[src/rtl/stopwatch_timer.sv]
// Stopwatch SS.cc (00.00..59.99) on four active-low 7-segment digits, KEY1 start/pause, KEY0 sync reset.
// Latency: KEY1 press toggles run on the 3rd edge; display is combinational from registered counters.
module stopwatch_timer #(
    parameter int TICK_DIV = 500_000
) (
    input  logic       clk,
    input  logic       KEY0,
    input  logic       KEY1,
    output logic [6:0] HEX0,
    output logic [6:0] HEX1,
    output logic [6:0] HEX2,
    output logic [6:0] HEX3,
    output logic       LEDR0
);

    localparam int PW = $clog2(TICK_DIV);
    localparam logic [PW-1:0] PRESC_LAST = PW'(TICK_DIV - 1);

    // Button synchronizer and edge detector idle high (button released)
    logic          k1_q = 1'b1;
    logic          k2_q = 1'b1;
    logic          kp_q = 1'b1;
    logic [PW-1:0] presc_q = '0;
    logic [6:0]    cs_q = '0;
    logic [5:0]    sec_q = '0;
    logic          run_q = 1'b0;

    logic [PW-1:0] presc_d;
    logic [6:0]    cs_d;
    logic [5:0]    sec_d;
    logic          run_d;
    logic          press;
    logic          tick;

    assign press = kp_q & ~k2_q;
    assign tick  = run_q && (presc_q == PRESC_LAST);

    always_comb begin
        presc_d = presc_q;
        cs_d    = cs_q;
        sec_d   = sec_q;
        // A tick on the press edge still counts with the old run value
        run_d   = run_q ^ press;
        if (run_q) begin
            presc_d = tick ? '0 : presc_q + 1'b1;
        end
        if (tick) begin
            if (cs_q == 7'd99) begin
                cs_d  = '0;
                sec_d = (sec_q == 6'd59) ? '0 : sec_q + 1'b1;
            end else begin
                cs_d = cs_q + 1'b1;
            end
        end
    end

    always_ff @(posedge clk) begin
        if (!KEY0) begin
            k1_q    <= 1'b1;
            k2_q    <= 1'b1;
            kp_q    <= 1'b1;
            presc_q <= '0;
            cs_q    <= '0;
            sec_q   <= '0;
            run_q   <= 1'b0;
        end else begin
            k1_q    <= KEY1;
            k2_q    <= k1_q;
            kp_q    <= k2_q;
            presc_q <= presc_d;
            cs_q    <= cs_d;
            sec_q   <= sec_d;
            run_q   <= run_d;
        end
    end

    function automatic logic [6:0] seg7(input logic [3:0] d);
        case (d)
            4'd0:    seg7 = 7'b1000000;
            4'd1:    seg7 = 7'b1111001;
            4'd2:    seg7 = 7'b0100100;
            4'd3:    seg7 = 7'b0110000;
            4'd4:    seg7 = 7'b0011001;
            4'd5:    seg7 = 7'b0010010;
            4'd6:    seg7 = 7'b0000010;
            4'd7:    seg7 = 7'b1111000;
            4'd8:    seg7 = 7'b0000000;
            4'd9:    seg7 = 7'b0010000;
            default: seg7 = 7'b1111111;
        endcase
    endfunction

    logic [3:0] cs_ones, cs_tens, sec_ones, sec_tens;

    assign cs_ones  = 4'(cs_q % 7'd10);
    assign cs_tens  = 4'(cs_q / 7'd10);
    assign sec_ones = 4'(sec_q % 6'd10);
    assign sec_tens = 4'(sec_q / 6'd10);

    assign HEX0  = seg7(cs_ones);
    assign HEX1  = seg7(cs_tens);
    assign HEX2  = seg7(sec_ones);
    assign HEX3  = seg7(sec_tens);
    assign LEDR0 = run_q;

endmodule

[config.mk]
export PLATFORM = sky130hd
export DESIGN_NAME = stopwatch_timer
export DESIGN_NICKNAME = d
export VERILOG_FILES = /design/src/rtl/stopwatch_timer.sv
export SDC_FILE = /design/constraint.sdc
export NUM_CORES = 1
export LEC_CHECK = 0
export BUFFER_PORTS_ARGS = -buffer_cell sky130_fd_sc_hd__buf_2
export CORE_MARGIN = 2
export CORE_UTILIZATION = 55
export CTS_CLUSTER_SIZE = 14
export DETAILED_ROUTE_END_ITERATION = 10
export GPL_ROUTABILITY_DRIVEN = 0
export GPL_TIMING_DRIVEN = 0
export PLACE_DENSITY = 0.73
export SYNTH_ARGS = -nofsm -noshare
export SYNTH_HDL_FRONTEND = slang
export SYNTH_SLANG_ARGS = --single-unit
[constraint.sdc]
create_clock -name clk -period 10.5 [get_ports clk]
set_clock_uncertainty 0.1 [all_clocks]
set_input_delay 0.525 -clock clk [delete_from_list [all_inputs] [get_ports clk]]
set_output_delay 0.525 -clock clk [all_outputs]
set_load 0.005 [all_outputs]
### Word-level counts from Yosys, hierarchy flattened

Memory sizes are Yosys's and may differ from the RTL's.
Index checks and enable logic that the tools add are counted.
Widths: inputs -> output; s select.

| storage, ports and cells | value |
|---|---|
| flip-flop bits (word level) | 36 |
| bits of input ports | 3 |
| memories kept | 4 |
| word-level logic and storage cells | 29 |
| bits in read-only memories | 448 |
| output and inout port bits | 29 |

Memories:

| memory | words | bits a word | rd ports | clocked after Yosys merged registers in | wr ports | line | text |
|---|---|---|---|---|---|---|---|
| (name not given) | 16 | 7 | 1 | 0 | 0 | 78 | `case (d)` |
| (name not given) | 16 | 7 | 1 | 0 | 0 | 78 |  |
| (name not given) | 16 | 7 | 1 | 0 | 0 | 78 |  |
| (name not given) | 16 | 7 | 1 | 0 | 0 | 78 |  |

| cells by class | value |
|---|---|
| bitwise operators | 3 |
| mux-type cells | 3 |
| add/subtract/negate cells | 3 |
| div/mod/pow operators | 4 |
| reductions and logical operators | 2 |
| equality and inequality tests | 3 |

Operators with widths:

| cell | count |
|---|---|
| $add 19x1->19 const B | 1 |
| $eq 19x19->1 const B | 1 |
| $mux 19 | 1 |
| $add 7x1->7 const B | 1 |
| $div 7x4->7 const B | 1 |
| $eq 7x7->1 const B | 1 |
| $mod 7x4->7 const B | 1 |
| $mux 7 | 1 |
| $add 6x1->6 const B | 1 |
| $div 6x4->6 const B | 1 |
| $eq 6x6->1 const B | 1 |
| $mod 6x4->6 const B | 1 |
| $mux 6 | 1 |
| $reduce_and 2->1 | 1 |
| $and 1x1->1 | 1 |
| $logic_and 1x1->1 | 1 |
| $not 1->1 | 1 |
| $xor 1x1->1 | 1 |

### Longest topological paths before layout

Gate-level depths: netlist (run 1).

| depth | value |
|---|---|
| word-level depth | 3 |
| depth in mapped cells | 17 |
| gate-level depth less buffers | 16 |

### Worst setup path before layout (run 1)

OpenSTA, ideal clock, no wires.

| path | value |
|---|---|
| path kind | register to output |
| start | reg cs_q[5] |
| end | out HEX0[5] |
| path buffers | 1 |
| slack | 6.619 ns |
| data required time | 9.875 ns |
| arrival | 3.256 ns |
| cell stages (with the launch flop) | 17 |
| cells stage by stage | dfxtp_1 -> nand2b_1 -> clkbuf_1 -> xor2_1 -> o31ai_1 -> nor2_1 -> ha_1 -> and2_1 -> or3_1 -> a41o_1 -> o21ai_1 -> inv_1 -> xnor2_1 -> inv_1 -> ha_1 -> a211o_1 -> o211ai_1 |

| on the way | value |
|---|---|
| word-level cells in the longest chain between the ends | 2 |

RTL lines:

| item | line | text |
|---|---|---|
| start: declaration | 24 | `logic [6:0] cs_q = '0;` |
| start signal: assignment | 71 | `cs_q <= cs_d;` |
| $mod 7x4->7 | 95 | `assign cs_ones = 4'(cs_q % 7'd10);` |
| $mem_v2 16x7 | - |  |
| end: declaration | 9 | `output logic [6:0] HEX0,` |

No other way between the ends.

### Final worst setup path (run 1)

| path | value |
|---|---|
| start | reg cs_q[5] |
| end | out HEX0[0] |

The elaborated chain is that of the path after synthesis.

==> results of run 1 <==
## logic make-up after synthesis
group,after synthesis,share of synthesized area (%)
compound gates,92,19.3
xor+xnor,34,9.04
fa+ha+maj,29,11.0
buf+inv,45,5.66
flops,36,21.9
mux,9,2.92
simple gates,180,30.3
## cell type report
cell class,instances,share of cell area (%)
multi-input cells,344,65.4
plain buffers,21,2.64
clock buffers,6,1.99
clock inverters,2,0.959
well taps,75,2.57
inverters,24,2.47
flip-flops and latches,36,19.7
repair buffers,31,4.25
## worst max-delay path: cells and delay by family, from the launching register on
kind | cells | cell delay, ns
and+or+nand+nor | 4 | 0.68
xor gates and xnor gates | 2 | 0.50
DFF | 1 | 0.44
adders and majority gates | 2 | 0.46
AOI/OAI and AO/OA | 5 | 1.20
buffers and inverters | 4 | 0.70
## registers in the layout, indices dropped and copies added (netlist names)
register	flops
kp_q	1
sec_q	6
cs_q	7
presc_q	19
k2_q	1
k1_q	1
LEDR0	1
## final timing paths
kind,from,end,slack [ns]
max,cs_q[5]$_SDFFE_PN0P_,HEX0[0],5.63
min,k1_q$_SDFF_PN1_,k2_q$_SDFF_PN1_,0.31
max reg2reg,presc_q[0]$_SDFFE_PN0P_,sec_q[3]$_SDFFE_PN0P_,7.72
min reg2reg,k1_q$_SDFF_PN1_,k2_q$_SDFF_PN1_,0.31
## Yosys cell counts (3+ instances only)
library cell	n	area, um2
nand4b_1	4	35.0
ha_1	29	363
xnor2_1	20	175
nor2_1	47	176
nand2b_1	15	93.8
nor4bb_1	4	40.0
a211oi_1	5	37.5
o31ai_1	5	37.5
and3_1	4	25.0
mux2i_1	6	60.1
dfxtp_1	36	721
buf_2	8	40.0
nor2b_1	10	62.6
and4b_1	3	30.0
o21ai_0	16	80.1
o22ai_1	3	18.8
nor3_1	9	45.0
a22oi_1	5	37.5
nand4_1	6	37.5
xor2_1	14	123
o21a_1	4	30.0
a21oi_1	15	75.1
nor3b_1	3	22.5
and2_1	9	56.3
a31oi_1	3	18.8
inv_1	24	90.1
o211ai_1	5	37.5
nand3_1	16	80.1
o21ai_1	6	30.0
clkbuf_1	10	37.5
nand2_1	32	120
## through the flow
step           hold WS [ns]  setup WS [ns]
3_3_place_gp          0.294           6.00
2_1_floorplan         0.286           6.62
6_report              0.310           5.63
5_1_grt               0.316           5.17
4_1_cts               0.312           5.61
3_5_place_dp          0.299           5.91
## metal layers
metal  vias up  wire length (um)  share of wire, %  GRT usage, %
li1       1586                 -                 -             -
met1      1444              3300                47          28.9
met2        74              3440                49          38.4
met3         6               279               3.9          3.41
met4         0                62              0.87          6.44
met5         -                 0                 0             0
## power by group
| group | switching [mW] | internal [mW] |
|---|---|---|
| sequential | 0.000479 | 0.137 |
| clock | 0.0478 | 0.0704 |
| combinational | 0.00405 | 0.00255 |
==> flow_summary.yaml, run 1 <==
worst_setup_path:
  worstPathArrival_ns: 4.25
  r2r_cells: 7
  slowest_stage: "dfxtp_1"
  path_cells: "nand2b_1, clkbuf_1, xor2_1, o31ai_1, nor2_1, ha_1, and2_1, or3_1, a41o_1, o21ai_1, inv_1, xnor2_1, inv_1, ha_1, a211oi_1, a211oi_1, buf_2"
  cpPeakStageDelay_ns: 0.44
  cp-end-kind: "output pin"
  crit_type: "flip-flop to output pin"
  required_ns: 9.88
  path_max_fanout: 7
  startpoint_type: "flip-flop"
route:
  drcViolationCount: 0
  postRouteAntennaNets: 0
  firstDrtPassIters: 5
  viasPerCell: 5.77
  drt-initial-drc-count: 179
  routedWlPerCell_um: 13.1
  vias: 3110
  wirelength_mm: 7.09
clocking:
  postCtsSetupBuffers: 0
  clock_path_buffers: 2
  cts_tree: "done"
  cts_buffers: 5
  h-tree-depth: 2
  clk_pin_slew_ns: 0.07
  clk_latency_ns: 0.29
  root_buffer: "clkbuf_8"
  cts_sinks: 36
  cts_resized: 0
  postCtsHoldBufs: 0
grt:
  grt_antenna_before_repair: 0
  grt_overflow_total: 0
  grtUsageTotal_pct: 22.3
  grt_pass1_wl_mm: 11.9
  grt_pass1_vias: 2702
  grt_start_max_net_pins: 12
cells_and_area:
  diodes: 0
  final_util_pct: 62.4
  final-seq-area_um2: 721
  multiInputGateArea_mm2: 0.00239
  final_common_cell: "nor2_1"
  syn_to_final_growth_pct: 10.8
  post_route_cells_drive_above_1_share_pct: 12.9
  fillers: 498
  final_cell_mix: "nor2_1, buf_2, dfxtp_1"
  stdcell_count: 539
  fin_nets: 495
  final_design_area_no_fill_mm2: 0.00365
timing:
  min_period_over_period_pct: 46.4
  timing.final.hold_violations: 0
  slew_viol_final: 0
  setup_viol: 0
  setup_tns_ns: 0
  rsz0062_at_grt: "no"
  period_minus_slack_ns: 4.87
  fmaxAchievable_mhz: 205
  slew_headroom_pct: 29.5
  worst_pin_slew_ns: 1.05
synth:
  synth_warnings: 0
  netlist_area_mm2: 0.00330
  synthesis.nets: 457
  post_synth_inst_count: 425
  synth-edff-count: 0
  ys.flop_type: "dfxtp_1"
  syn-mean-instance-area_um2: 7.75
  ys_types: 72
  yosysSeqAreaShare_pct: 21.9
  synth.ff_latch_count: 36
  async_flop_share_pct: 0
die:
  dieArea_mm2: 0.00663
  core_mm2: 0.00585
  die_h_um: 81.4
  fp.dieW_um: 81.4
  row_count: 28
  initial_core_util_pct: 56.3
  io_pins: 32
pwr:
  leakagePower_nw: 1.50
  finalPower_uw: 263
  powerDensity_mw_per_mm2: 71.9
  max-vdd-ir-drop_mv: 0.103
placement:
  portBuffers: 31
  dp_hpwl_mm: 5.39
  place_area_mm2: 0.00354
  dp_cells: 531
min_path:
  min_path_cells: 1
  min_path_type: "flip-flop to flip-flop"
run_status:
  status: "finished, final reports clean"
run:
  drv_cap: 0
Power figures use the tool's default switching activity.
==> run 2, diff against run 1 <==
clock period = 4.83 ns   (was 10.5 ns; I/O delays follow)
==> flow_summary.yaml, run 2 (synthesis results as in run 1) <==
die:
  initial_core_util_pct: 56.3
  row_count: 28
  die_h_um: 81.4
  core_mm2: 0.00585
  dieArea_mm2: 0.00663
  io_pins: 32
  fp.dieW_um: 81.4
pwr:
  finalPower_uw: 571
  powerDensity_mw_per_mm2: 156
  leakagePower_nw: 1.51
  max-vdd-ir-drop_mv: 0.225
cells_and_area:
  final-seq-area_um2: 721
  diodes: 0
  reg_top3: "presc_q x19, cs_q x7, sec_q x6"
  syn_to_final_growth_pct: 11.2
  fillers: 495
  regMostFlops: "presc_q"
  final_common_cell: "nor2_1"
  fin_nets: 495
  largest_reg_flops: 19
  multiInputGateArea_mm2: 0.00240
  stdcell_count: 539
  post_route_cells_drive_above_1_share_pct: 13.4
  final_design_area_no_fill_mm2: 0.00366
  final_util_pct: 62.6
  final_cell_mix: "nor2_1, buf_2, dfxtp_1"
clocking:
  cts_buffers: 5
  clock_path_buffers: 2
  cts_tree: "done"
  cts_resized: 0
  clk_pin_slew_ns: 0.07
  postCtsHoldBufs: 0
  h-tree-depth: 2
  root_buffer: "clkbuf_8"
  clk_latency_ns: 0.29
  postCtsSetupBuffers: 0
  cts_sinks: 36
route:
  firstDrtPassIters: 5
  vias: 3104
  routedWlPerCell_um: 13.1
  postRouteAntennaNets: 0
  drcViolationCount: 0
  drt-initial-drc-count: 198
  wirelength_mm: 7.06
  viasPerCell: 5.76
timing:
  period_minus_slack_ns: 4.35
  setup_tns_ns: 0
  fmaxAchievable_mhz: 230
  rsz0062_at_grt: "no"
  timing.final.hold_violations: 0
  setup_viol: 0
  worst_pin_slew_ns: 1.03
  slew_viol_final: 0
  min_period_over_period_pct: 90.1
  slew_headroom_pct: 31.0
min_path:
  min_path_type: "input pin to flip-flop"
worst_setup_path:
  startpoint_type: "flip-flop"
  cpPeakStageDelay_ns: 0.49
  path_max_fanout: 10
  path_cells: "nor2b_1, a22oi_1, nor2_1, nor2_1, ha_1, buf_1, a32oi_1, o221ai_1, o21ai_2, inv_1, xnor2_2, inv_1, ha_1, a211oi_1, a211oi_1, buf_2"
  crit_type: "flip-flop to output pin"
  worstPathArrival_ns: 4.01
  critical_path.top_delay_family: "compound AO/OA/AOI/OAI gates"
  slowest_stage: "nor2b_1"
  cp-end-kind: "output pin"
  required_ns: 4.49
  path_buf_inv: 4
grt:
  grt_start_max_net_pins: 12
  grtUsageTotal_pct: 22.3
  grt_pass1_vias: 2702
  grt_overflow_total: 0
  grt_pass1_wl_mm: 11.9
  grt_antenna_before_repair: 0
placement:
  place_area_mm2: 0.00354
  portBuffers: 31
  dp_hpwl_mm: 5.39
  dp_cells: 531
run_status:
  status: "finished, final reports clean"
run:
  drv_cap: 0
-- run 2: cell counts in the layout (fill, tap and decap cells not counted) --
Identical to the previous run, type by type.
-- run 2: path summary, 6_finish.rpt --
kind,end,depth (start not counted),slack [ns],start
max,HEX0[0],16,0.48,cs_q[4]$_SDFFE_PN0P_
min,k1_q$_SDFF_PN1_,2,0.03,KEY1
max reg2reg,sec_q[3]$_SDFFE_PN0P_,7,2.07,presc_q[0]$_SDFFE_PN0P_
min reg2reg,k2_q$_SDFF_PN1_,1,0.31,k1_q$_SDFF_PN1_
-- run 2: metal layers --
metal	vias up	global-route usage (%)	share of wire, %
met5	-	0	0
met4	0	6.44	0.89
met3	6	3.41	3.8
met2	70	38.4	49
met1	1444	28.9	47
li1	1584	-	-
-- run 2: where the power goes --
group	switching (mW)	leakage, nW	internal, mW
Combinational	0.00878	1.16	0.00555
Clock	0.104	0.0552	0.153
Sequential	0.00104	0.291	0.299
Total	0.114	1.51	0.457
-- run 2: layout make-up --
class / instances / share of cell area (%)
flip-flops and latches: 36 / 19.7
repair buffers: 31 / 4.23
clock buffers: 6 / 1.98
plain buffers: 21 / 2.63
well taps: 75 / 2.56
inverters: 24 / 2.46
clock inverters: 2 / 0.956
multi-input cells: 344 / 65.5
-- run 2: worst reg2reg max path, stage by stage, from the launching register on --
cell,delay (ns)
dfxtp_1,0.37
ha_1,0.23
nand4_4,0.17
or4_4,0.49
o31ai_1,0.89
o21ai_0,0.21
nand2_1,0.12
o31ai_1,0.06
-- run 2: through the flow --
stage | hold WS (ns) | worst slack (ns)
floorplan | 0.215 | 1.23
global placement | 0.294 | 0.611
detailed placement | 0.299 | 0.520
CTS | 0.0282 | 0.223
global route | 0.0323 | 0.0865
finish | 0.0320 | 0.480
